[src/rtl/sbqm_queue_counter.sv]
// Queue occupancy counter: synchronised, debounced entrance/exit photocells drive a saturating PCount.
// Define SBQM_ERR_FLAGS_EN to build the sticky OverflowErr/UnderflowErr logic; otherwise both are tied low.
module sbqm_queue_counter #(
    parameter int CNT_W           = 3,
    parameter int MAX_COUNT       = 7,
    parameter int DEBOUNCE_CYCLES = 4
) (
    input  logic             clk,
    input  logic             rst,
    input  logic             FrontSensor,
    input  logic             BackSensor,
    output logic [CNT_W-1:0] PCount,
    output logic             Full,
    output logic             Empty,
    output logic             EnterPulse,
    output logic             LeavePulse,
    output logic             OverflowErr,
    output logic             UnderflowErr
);

    localparam int               DB_W    = $clog2(DEBOUNCE_CYCLES);
    localparam logic [DB_W-1:0]  DB_LAST = DB_W'(DEBOUNCE_CYCLES - 1);
    localparam logic [CNT_W-1:0] CNT_MAX = CNT_W'(MAX_COUNT);

    typedef enum logic [1:0] {IDLE, QUAL, HELD, REL} dbState_t;

    // Bit 0 is the entrance sensor, bit 1 the exit sensor.
    logic [1:0] rawIn;
    logic [1:0] syncP0;
    logic [1:0] syncP1;
    logic [1:0] evtP2;
    logic [CNT_W-1:0] countNext;

    assign rawIn = {BackSensor, FrontSensor};

    function automatic logic [CNT_W-1:0] satStep(input logic [CNT_W-1:0] cur,
                                                 input logic enter, input logic leave);
        logic [CNT_W-1:0] res;
        res = cur;
        if (enter && !leave && (cur != CNT_MAX))
            res = cur + CNT_W'(1);
        else if (leave && !enter && (cur != '0))
            res = cur - CNT_W'(1);
        return res;
    endfunction

    // Stage p0/p1: two-flop synchroniser per sensor
    always_ff @(posedge clk or posedge rst) begin
        if (rst) begin
            syncP0 <= '0;
            syncP1 <= '0;
        end else begin
            syncP0 <= rawIn;
            syncP1 <= syncP0;
        end
    end

    // Stage p2: debounce FSM per sensor, registered event pulse on accepted rising level
    for (genvar g = 0; g < 2; g++) begin : gDebounce
        dbState_t        state, stateNext;
        logic [DB_W-1:0] cnt, cntNext;
        logic            evtNext;
        logic            evtReg;

        always_ff @(posedge clk or posedge rst) begin
            if (rst) begin
                state  <= IDLE;
                cnt    <= '0;
                evtReg <= 1'b0;
            end else begin
                state  <= stateNext;
                cnt    <= cntNext;
                evtReg <= evtNext;
            end
        end

        always_comb begin
            stateNext = state;
            cntNext   = cnt;
            case (state)
                IDLE: if (syncP1[g]) begin
                    stateNext = QUAL;
                    cntNext   = DB_W'(1);
                end
                QUAL: if (!syncP1[g])
                    stateNext = IDLE;
                else if (cnt == DB_LAST)
                    stateNext = HELD;
                else
                    cntNext = cnt + DB_W'(1);
                HELD: if (!syncP1[g]) begin
                    stateNext = REL;
                    cntNext   = DB_W'(1);
                end
                REL: if (syncP1[g])
                    stateNext = HELD;
                else if (cnt == DB_LAST)
                    stateNext = IDLE;
                else
                    cntNext = cnt + DB_W'(1);
                default: stateNext = IDLE;
            endcase
        end

        always_comb begin
            evtNext = (state == QUAL) && syncP1[g] && (cnt == DB_LAST);
        end

        assign evtP2[g] = evtReg;
    end

    assign EnterPulse = evtP2[0];
    assign LeavePulse = evtP2[1];

    // Stage p3: saturating count; flags derive from the next value so they never lag PCount
    assign countNext = satStep(PCount, EnterPulse, LeavePulse);

    always_ff @(posedge clk or posedge rst) begin
        if (rst) begin
            PCount <= '0;
            Full   <= 1'b0;
            Empty  <= 1'b1;
        end else begin
            PCount <= countNext;
            Full   <= (countNext == CNT_MAX);
            Empty  <= (countNext == '0);
        end
    end

`ifdef SBQM_ERR_FLAGS_EN
    logic ovfHit;
    logic udfHit;

    assign ovfHit = EnterPulse && !LeavePulse && (PCount == CNT_MAX);
    assign udfHit = LeavePulse && !EnterPulse && (PCount == '0);

    always_ff @(posedge clk or posedge rst) begin
        if (rst) begin
            OverflowErr  <= 1'b0;
            UnderflowErr <= 1'b0;
        end else begin
            if (ovfHit) OverflowErr  <= 1'b1;
            if (udfHit) UnderflowErr <= 1'b1;
        end
    end
`else
    assign OverflowErr  = 1'b0;
    assign UnderflowErr = 1'b0;
`endif

endmodule

[config.mk]
export PLATFORM = sky130hd
export DESIGN_NAME = sbqm_queue_counter
export DESIGN_NICKNAME = d
export VERILOG_FILES = /design/src/rtl/sbqm_queue_counter.sv
export SDC_FILE = /design/constraint.sdc
export NUM_CORES = 1
export LEC_CHECK = 0
export ABC_AREA = 1
export CORE_MARGIN = 1.5
export CORE_UTILIZATION = 47
export DETAILED_ROUTE_END_ITERATION = 7
export HOLD_SLACK_MARGIN = 0.1
export PLACE_DENSITY = 0.7
export SYNTH_ARGS = -nofsm -noshare
export SYNTH_HDL_FRONTEND = slang
export SYNTH_SLANG_ARGS = --single-unit
[constraint.sdc]
create_clock -name clk -period 2.3 [get_ports clk]
set_input_delay 0.23 -clock clk [delete_from_list [all_inputs] [get_ports clk]]
set_output_delay 0.23 -clock clk [all_outputs]
set_load 0.02 [all_outputs]
==> run summary, run 1 <==
Hold Fails Final Rpt: 0
Setup Buffers After CTS: 0
WP data arrival: 1.41 ns
Worst-path clk slew: 0.11 ns
clock root buffer: clkbuf_4
CTS H-tree lvls: 1
Die Area: 2251 µm²
register area share after synthesis: 51.35%
vias per cell: 4.546
dpl hpwl: 1006 µm
top_reg_cell synth: dfrtp_1
I/O pin total: 13
Area Growth Syn to Fin: 16.17%
top cells by area, synth: dfrtp_1 49%, ha_1 8.1%, nand2_1 7.3%
area of the multi-input gates: 391.6 µm²
CTS tree: built
filler cell count: 151
FP Rows: 15
CP Buf/Inv Count: 1
Synth Cell Area: 928.4 µm²
CP required: 2.07 ns
Max Slew Vio Count: 0
vias in the first global route: 533
DRT Pass-1 Iters: 4
cell accounting for the most synthesized area: dfrtp_1
Placeable Area: 1783 µm²
clock sink count: 19
total power draw: 1259 µW
share of the synthesized area in the top cell type: 48.52%
RD Place Congestion: 0.8324
Nets: 116
max_cap viols: 0
leakage power: 0.0005346 µW
worst setup path class: reg2out
Syn Inst Count: 92
grt total ovfl: 0
Critical Path Fanout Max: 3
top cells by count, synth: 18 x dfrtp_1, 18 x nand2_1, 11 x inv_1
Mapped Avg Cell Area: 10.09 µm²
critical path endpoint category: primary output
vias: 591
post-route ant nets: 0
critical path cell sequence: clkdlybuf4s50_1
setup repair after global routing missed its margin: false
delay of the slowest critical-path stage: 0.64 ns
# port buffers: 10
placed insts: 126
DRC viols: 0
yosys warns: 0
period utilization: 71.49%
Routed WL per cell: 9.315 µm
Final Util: 60.49%
clk_lat worst skew: 0.30 ns
Max transition margin: 56.60%
Synth Register Bits: 19
post-route insts no fill: 130
initial core utilization: 52.07%
status: finished clean
Peak VDD IR: 0.0005733 V
Clock Skew: 0.01445 ns
Post-Route WL: 1211 µm
post-cts resize count: 0
pwr dens: 1168 nW/µm²
initial DRC count: 4
Ant. Diodes: 0
Post-CTS Hold Fix Bufs: 0
number of synthesized flops with an enable pin: 0
post-synthesis cell type count: 24
antenna violations before repair: 0
worst slew pin tran: 0.6503 ns
share of cells above drive strength 1: 21.90%
HP Class: in2async
die height: 47.45 µm
register area: 476.7 µm²
share of flip-flops with an asynchronous set or reset: 100.0%
CTS buffer count: 3
Hold WS: 0.3089 ns
Die W: 47.45 µm
worst-case clock buffer depth: 2
Final setup violation count: 0
largest net degree at the start of global routing: 20
Peak Freq: 608.2 MHz
GRT Util Overall: 13.95%
crit start category: register
global-route wire length before repair: 2166 µm
Setup TNS: 0 ns
Slowest cell on crit path: clkdlybuf4s50_1
critical path's top delay family: buffers and inverters
Final min period: 1.644 ns
==> layout by cell type (no fill, tap or decap) <==
cell type / instances
conb_1: 2
nor2_2: 2
dfrtp_1: 18
clkbuf_4: 3
inv_2: 2
a21boi_4: 1
nor2_4: 1
o21a_1: 1
nand2_1: 18
dfstp_2: 1
a21oi_2: 1
nand3_1: 7
ha_1: 6
o21ai_1: 3
clkinvlp_4: 1
nand2_4: 2
clkdlybuf4s50_1: 10
nor3_1: 1
nor2_1: 1
o21ai_0: 3
nand2_2: 5
or2_1: 1
nand3b_4: 1
inv_1: 11
or2_4: 1
nand3_2: 2
==> cell type report <==
type,instances,share of cell area (%)
tap,25,2.900
inverter,13,4.524
multi-input combinational,59,36.31
clock buffer,3,2.088
timing repair buffer,10,9.281
sequential,19,44.20
clock inverter,1,0.6961
==> layer usage <==
layer | vias up | share of wire, % | track usage (%)
li1 | 313 | - | -
met1 | 264 | 49 | 18.92
met2 | 12 | 46 | 21.89
met3 | 2 | 4.0 | 3.396
met4 | 0 | 0.50 | 5.000
met5 | - | 0 | 0
==> where the power goes <==
group / switching [µW] / leakage [µW] / internal [µW] / total (µW)
registers: 88.5 / 0.000233 / 444 / 533
clock network: 99.2 / 0.0000139 / 66.1 / 165
logic: 317 / 0.000288 / 245 / 561
total: 504 / 0.000535 / 755 / 1260
==> metrics by stage <==
stage                     area, µm²  worst slack, ns
after CTS                      1079           0.6416
after floorplan               932.1           0.8265
after global routing           1079           0.5882
after global placement         1049           0.8840
final                          1079           0.6557
after detailed placement       1049           0.8520
==> worst paths after layout <==
check                                 start                  end  slack (ns)  cells past startpoint
worst min register to register    syncP0[1]            syncP1[1]        0.37                      0
worst max-delay path             EnterPulse           EnterPulse        0.66                      1
worst min-delay path                    rst  gDebounce[1].cnt[0]        0.31                      2
max in group asynchronous               rst  gDebounce[0].cnt[0]        1.56                      2
worst max register to register    PCount[0]                 Full        0.83                      9
min in group clk                FrontSensor            syncP0[0]        0.35                      1
==> cell families after synthesis <==
group | synth area share (%)
AOI/OAI and AO/OA | 7.008
and+or+nand+nor | 26.28
other | 0.4039
adders and majority gates | 8.086
buffers and inverters | 6.873
DFF | 51.35
No activity file was read; power rests on OpenSTA's default activity.
==> run 2, diff against run 1 <==
Settings changed: PLACE_DENSITY 0.7 to 0.73.
Clock period 2.3 ns to 1.5 ns, I/O delays scaled along.
==> run summary, run 2 (synthesis gave the netlist of run 1 again) <==
status: finished clean
crit start category: register
antenna violations before repair: 0 (unchanged)
grt total ovfl: 0 (unchanged)
DRT Pass-1 Iters: 3 (-1)
Worst setup startpoint: PCount[1]
largest net degree at the start of global routing: 13 (-35%)
Placeable Area: 1783 µm² (unchanged)
critical path endpoint category: register
vias per cell: 4.642 (+2.1%)
share of cells above drive strength 1: 26.61% (+4.7 points)
Post-DP Area: 1056 µm² (+0.72%)
Most Used Layer, Global Route: met2
Ant. Diodes: 0 (unchanged)
Critical Path Fanout Max: 7 (+4)
highest-count cells in the layout ignoring fill and taps: 18 x dfrtp_1, 16 x nand2_1, 11 x inv_1, 7 x nand3_1, 7 x nand2_2
global-route wire length before repair: 2380 µm (+9.9%)
Routed WL per cell: 10.47 µm (+12%)
Nets: 120 (+3.4%)
filler cell count: 151 (unchanged)
Hold Fails Final Rpt: 0 (unchanged)
GRT Util Overall: 15.79% (+1.8 points)
area of the multi-input gates: 399.1 µm² (+1.9%)
worst-case clock buffer depth: 2 (unchanged)
RD Place Congestion: 0.8676 (+4.2%)
clock root buffer: clkbuf_4
max_cap viols: 0 (unchanged)
leakage power: 0.0005754 µW (+7.6%)
post-route ant nets: 0 (unchanged)
worst setup path class: reg2reg
Peak VDD IR: 0.001027 V (+79%)
Clock Skew: 0.009493 ns (-0.004954 ns)
Area Growth Syn to Fin: 20.22%
DRC viols: 0 (unchanged)
WP data arrival: 1.63 ns (+0.22 ns)
period utilization: 95.23%
HP Start: BackSensor
Die Area: 2251 µm² (unchanged)
CP required: 1.70 ns (-0.37 ns)
# port buffers: 10 (unchanged)
Hold WS: 0.2688 ns (-0.04011 ns)
dpl hpwl: 1093 µm (+8.6%)
delay of the slowest critical-path stage: 0.42 ns (-0.22 ns)
initial core utilization: 52.07% (unchanged)
commonest non-fill, non-tap cell in the layout: dfrtp_1
CTS H-tree lvls: 1 (unchanged)
Final Util: 62.60% (+2.1 points)
clk_lat worst skew: 0.30 ns (about the same)
critical path cell sequence: ha_2, ha_1, nand3b_4, or2_1, nand2_1, nor2_2
HP Class: in2reg
Final min period: 1.428 ns
clock sink count: 19 (unchanged)
CTS tree: built
vias: 622 (+5.2%)
Peak Freq: 700.1 MHz
pwr dens: 1753 nW/µm² (+50%)
grt met2 use: 26.22% (+4.3 points)
initial DRC count: 3 (-1)
CTS buffer count: 3 (unchanged)
CP Buf/Inv Count: 0 (-1)
Max Slew Vio Count: 0 (unchanged)
I/O pin total: 13 (unchanged)
Post-Route WL: 1403 µm (+16%)
GR Layer Usage met1: 17.72% (-1.2 points)
critical path's top delay family: simple AND/OR/NAND/NOR gates
Slowest cell on crit path: dfrtp_1
die height: 47.45 µm (unchanged)
FP Rows: 15 (unchanged)
Die W: 47.45 µm (unchanged)
reg2reg start: PCount[1]
vias in the first global route: 589 (+11%)
M3 GR Usage: 7.170% (+3.8 points)
Final setup violation count: 0 (unchanged)
register area: 476.7 µm² (unchanged)
Worst-path clk slew: 0.12 ns (about the same)
Final Cell Area: 1116 µm² (+3.5%)
## run 2: area by class of cell
type | instances | share of cell area [%]
Sequential cell | 19 | 42.71
Multi-Input combinational cell | 59 | 35.76
Timing Repair Buffer | 14 | 11.66
Inverter | 13 | 4.372
Tap cell | 25 | 2.803
Clock buffer | 3 | 2.018
Clock inverter | 1 | 0.6726
## run 2: routing by layer
layer | part of all wire (%) | wire (µm)
met4 | 0.86 | 12
met2 | 48 | 676
met1 | 46 | 648
met5 | 0 | 0
met3 | 4.6 | 65
## run 2: where the power goes
part	internal (µW)	total, µW	switching, µW
Combinational	374	882	508
Clock	102	265	164
Sequential	681	809	129
Total	1160	1960	801
## run 2: stage by stage
stage	power [µW]	instances	setup TNS [ns]	setup WS, ns
6_report	1957	134	0	0.07162
3_5_place_dp	1709	127	0	0.03675
4_1_cts	1947	132	0	0.007487
5_1_grt	2136	134	-0.003346	-0.002180
3_3_place_gp	1670	127	0	0.08809
2_1_floorplan	1447	93	0	0.02647
## run 2: worst paths after layout
kind | to | slack, ns | cells past startpoint
worst max-delay path | Full | 0.07 | 6
worst min-delay path | syncP0[1] | 0.27 | 1
worst max register to register | Full | 0.07 | 6
worst min register to register | syncP1[1] | 0.36 | 0
max in group asynchronous | gDebounce[1].cnt[0] | 0.37 | 4
min in group asynchronous | PCount[1] | 0.66 | 3
## run 2: timing repair
action / in CTS / in global routing
buffers inserted: 0 / 2
pin swaps: 0 / 2
hold buffers: 1 / 0
gates resized for setup: 4 / 4
endpoints found under the setup margin: 4 / 3
hold endpoints to repair: 2 / 0
==> run 3, diff against run 2 <==
Settings changed: SKIP_CTS_REPAIR_TIMING set to 1.
==> run summary, run 3 (synthesis gave the netlist of run 1 again) <==
RD Place Congestion: 0.8676 (unchanged)
Final Cell Area: 1124 µm² (+0.67%)
vias in the first global route: 589 (unchanged)
worst setup path class: reg2reg
CP required: 1.70 ns (about the same)
largest net degree at the start of global routing: 13 (unchanged)
Slowest cell on crit path: dfrtp_1
WP data arrival: 1.63 ns (about the same)
Hold WS: 0.08981 ns (-0.1790 ns)
Peak VDD IR: 0.001097 V (+6.8%)
CP Buf/Inv Count: 0 (unchanged)
commonest non-fill, non-tap cell in the layout: dfrtp_1
Area Growth Syn to Fin: 21.02%
clock sink count: 19 (unchanged)
critical path cell sequence: ha_2, ha_1, nand3b_4, or2_1, nand2_1, nor2_2
status: finished clean
post-route ant nets: 0 (unchanged)
Hold Fails Final Rpt: 0 (unchanged)
Critical Path Fanout Max: 7 (unchanged)
initial DRC count: 3 (unchanged)
critical path's top delay family: simple AND/OR/NAND/NOR gates
# port buffers: 10 (unchanged)
Post-Route WL: 1440 µm (+2.6%)
Die Area: 2251 µm² (unchanged)
initial core utilization: 52.07% (unchanged)
Worst setup startpoint: PCount[1]
Die W: 47.45 µm (unchanged)
Final setup violation count: 0 (unchanged)
leakage power: 0.0006148 µW (+6.8%)
pwr dens: 1765 nW/µm² (+0.69%)
Routed WL per cell: 10.83 µm (+3.4%)
CTS buffer count: 3 (unchanged)
worst-case clock buffer depth: 2 (unchanged)
dpl hpwl: 1093 µm (unchanged)
setup slack after layout: 0.07044 ns (-0.001183 ns)
grt total ovfl: 0 (unchanged)
filler cell count: 151 (unchanged)
global-route wire length before repair: 2366 µm (-0.59%)
clock root buffer: clkbuf_4
HP Class: in2async
period utilization: 95.30% (about the same)
max_cap viols: 0 (unchanged)
Placeable Area: 1783 µm² (unchanged)
highest-count cells in the layout ignoring fill and taps: 18 x dfrtp_1, 15 x nand2_1, 11 x inv_1, 8 x nand2_2, 7 x nand3_1
delay of the slowest critical-path stage: 0.42 ns (about the same)
antenna violations before repair: 0 (unchanged)
CTS tree: built
Peak Freq: 699.5 MHz (about the same)
I/O pin total: 13 (unchanged)
critical path endpoint category: register
reg2reg start: PCount[1]
GRT Util Overall: 15.71% (-0.079 points)
vias per cell: 4.669 (+0.59%)
vias: 621 (-0.16%)
DRT Pass-1 Iters: 4 (+1)
Clock Skew: 0.009286 ns (-0.0002065 ns)
DRC viols: 0 (unchanged)
Final min period: 1.430 ns (+0.001183 ns)
Worst-path clk slew: 0.12 ns (about the same)
Post-DP Area: 1056 µm² (unchanged)
crit start category: register
share of cells above drive strength 1: 27.78% (+1.2 points)
Max Slew Vio Count: 0 (unchanged)
Ant. Diodes: 0 (unchanged)
setup repair after global routing missed its margin: false
die height: 47.45 µm (unchanged)
Nets: 119 (-0.83%)
clk_lat worst skew: 0.30 ns (about the same)
Setup WS pre-CTS: 0.03675 ns (unchanged)
CTS H-tree lvls: 1 (unchanged)
FP Rows: 15 (unchanged)
run 3: changes by cell type in the layout (fill, tap and decap cells not counted):
cell	before	now
dlygate4sd3_1	1	0
nand2_1	16	15
nand2_2	7	8
dlymetal6s2s_1	1	5
dlygate4sd2_1	4	0
run 3: cell type report:
type	instances	area, µm²	area share, %
sequential	19	476.7	42.43
multi-input combinational	59	401.6	35.75
timing repair buffer	13	135.1	12.03
inverter	13	48.80	4.343
tap	25	31.28	2.784
clock buffer	3	22.52	2.004
clock inverter	1	7.507	0.6682
run 3: worst paths after layout:
path                       slack (ns)  cells after the start                  end
hold reg to reg                  0.36                      0            syncP1[1]
max in group asynchronous        0.94                      3  gDebounce[1].cnt[0]
setup reg to reg                 0.07                      6                 Full
hold / removal                   0.09                      2            PCount[1]
setup / recovery                 0.07                      6                 Full
min in group clk                 0.27                      1            syncP0[1]
run 3: per-stage QoR:
| stage | utilization, % | TNS (ns) | total power [µW] | instances |
|---|---|---|---|---|
| floorplan | - | 0 | 1447 | 93 |
| global placement | 59.23 | 0 | 1670 | 127 |
| detailed placement | 59.23 | 0 | 1709 | 127 |
| CTS | 60.91 | -0.2022 | 1975 | 131 |
| global route | 63.02 | 0 | 2162 | 133 |
| finish | 63.02 | 0 | 1984 | 133 |
run 3: layer usage:
| layer | GRT usage (%) | share of wire, % | up-vias |
|---|---|---|---|
| li1 | - | - | 318 |
| met1 | 17.48 | 45 | 289 |
| met2 | 26.22 | 49 | 12 |
| met3 | 7.170 | 4.5 | 2 |
| met4 | 6.111 | 0.83 | 0 |
| met5 | 0 | 0 | - |
run 3: report_power, final:
group | switching (µW) | total [µW] | internal, µW | leakage [µW]
Sequential | 129 | 810 | 681 | 0.000233
Clock | 164 | 266 | 102 | 0.0000139
Combinational | 515 | 908 | 393 | 0.000368
Total | 808 | 1980 | 1180 | 0.000615
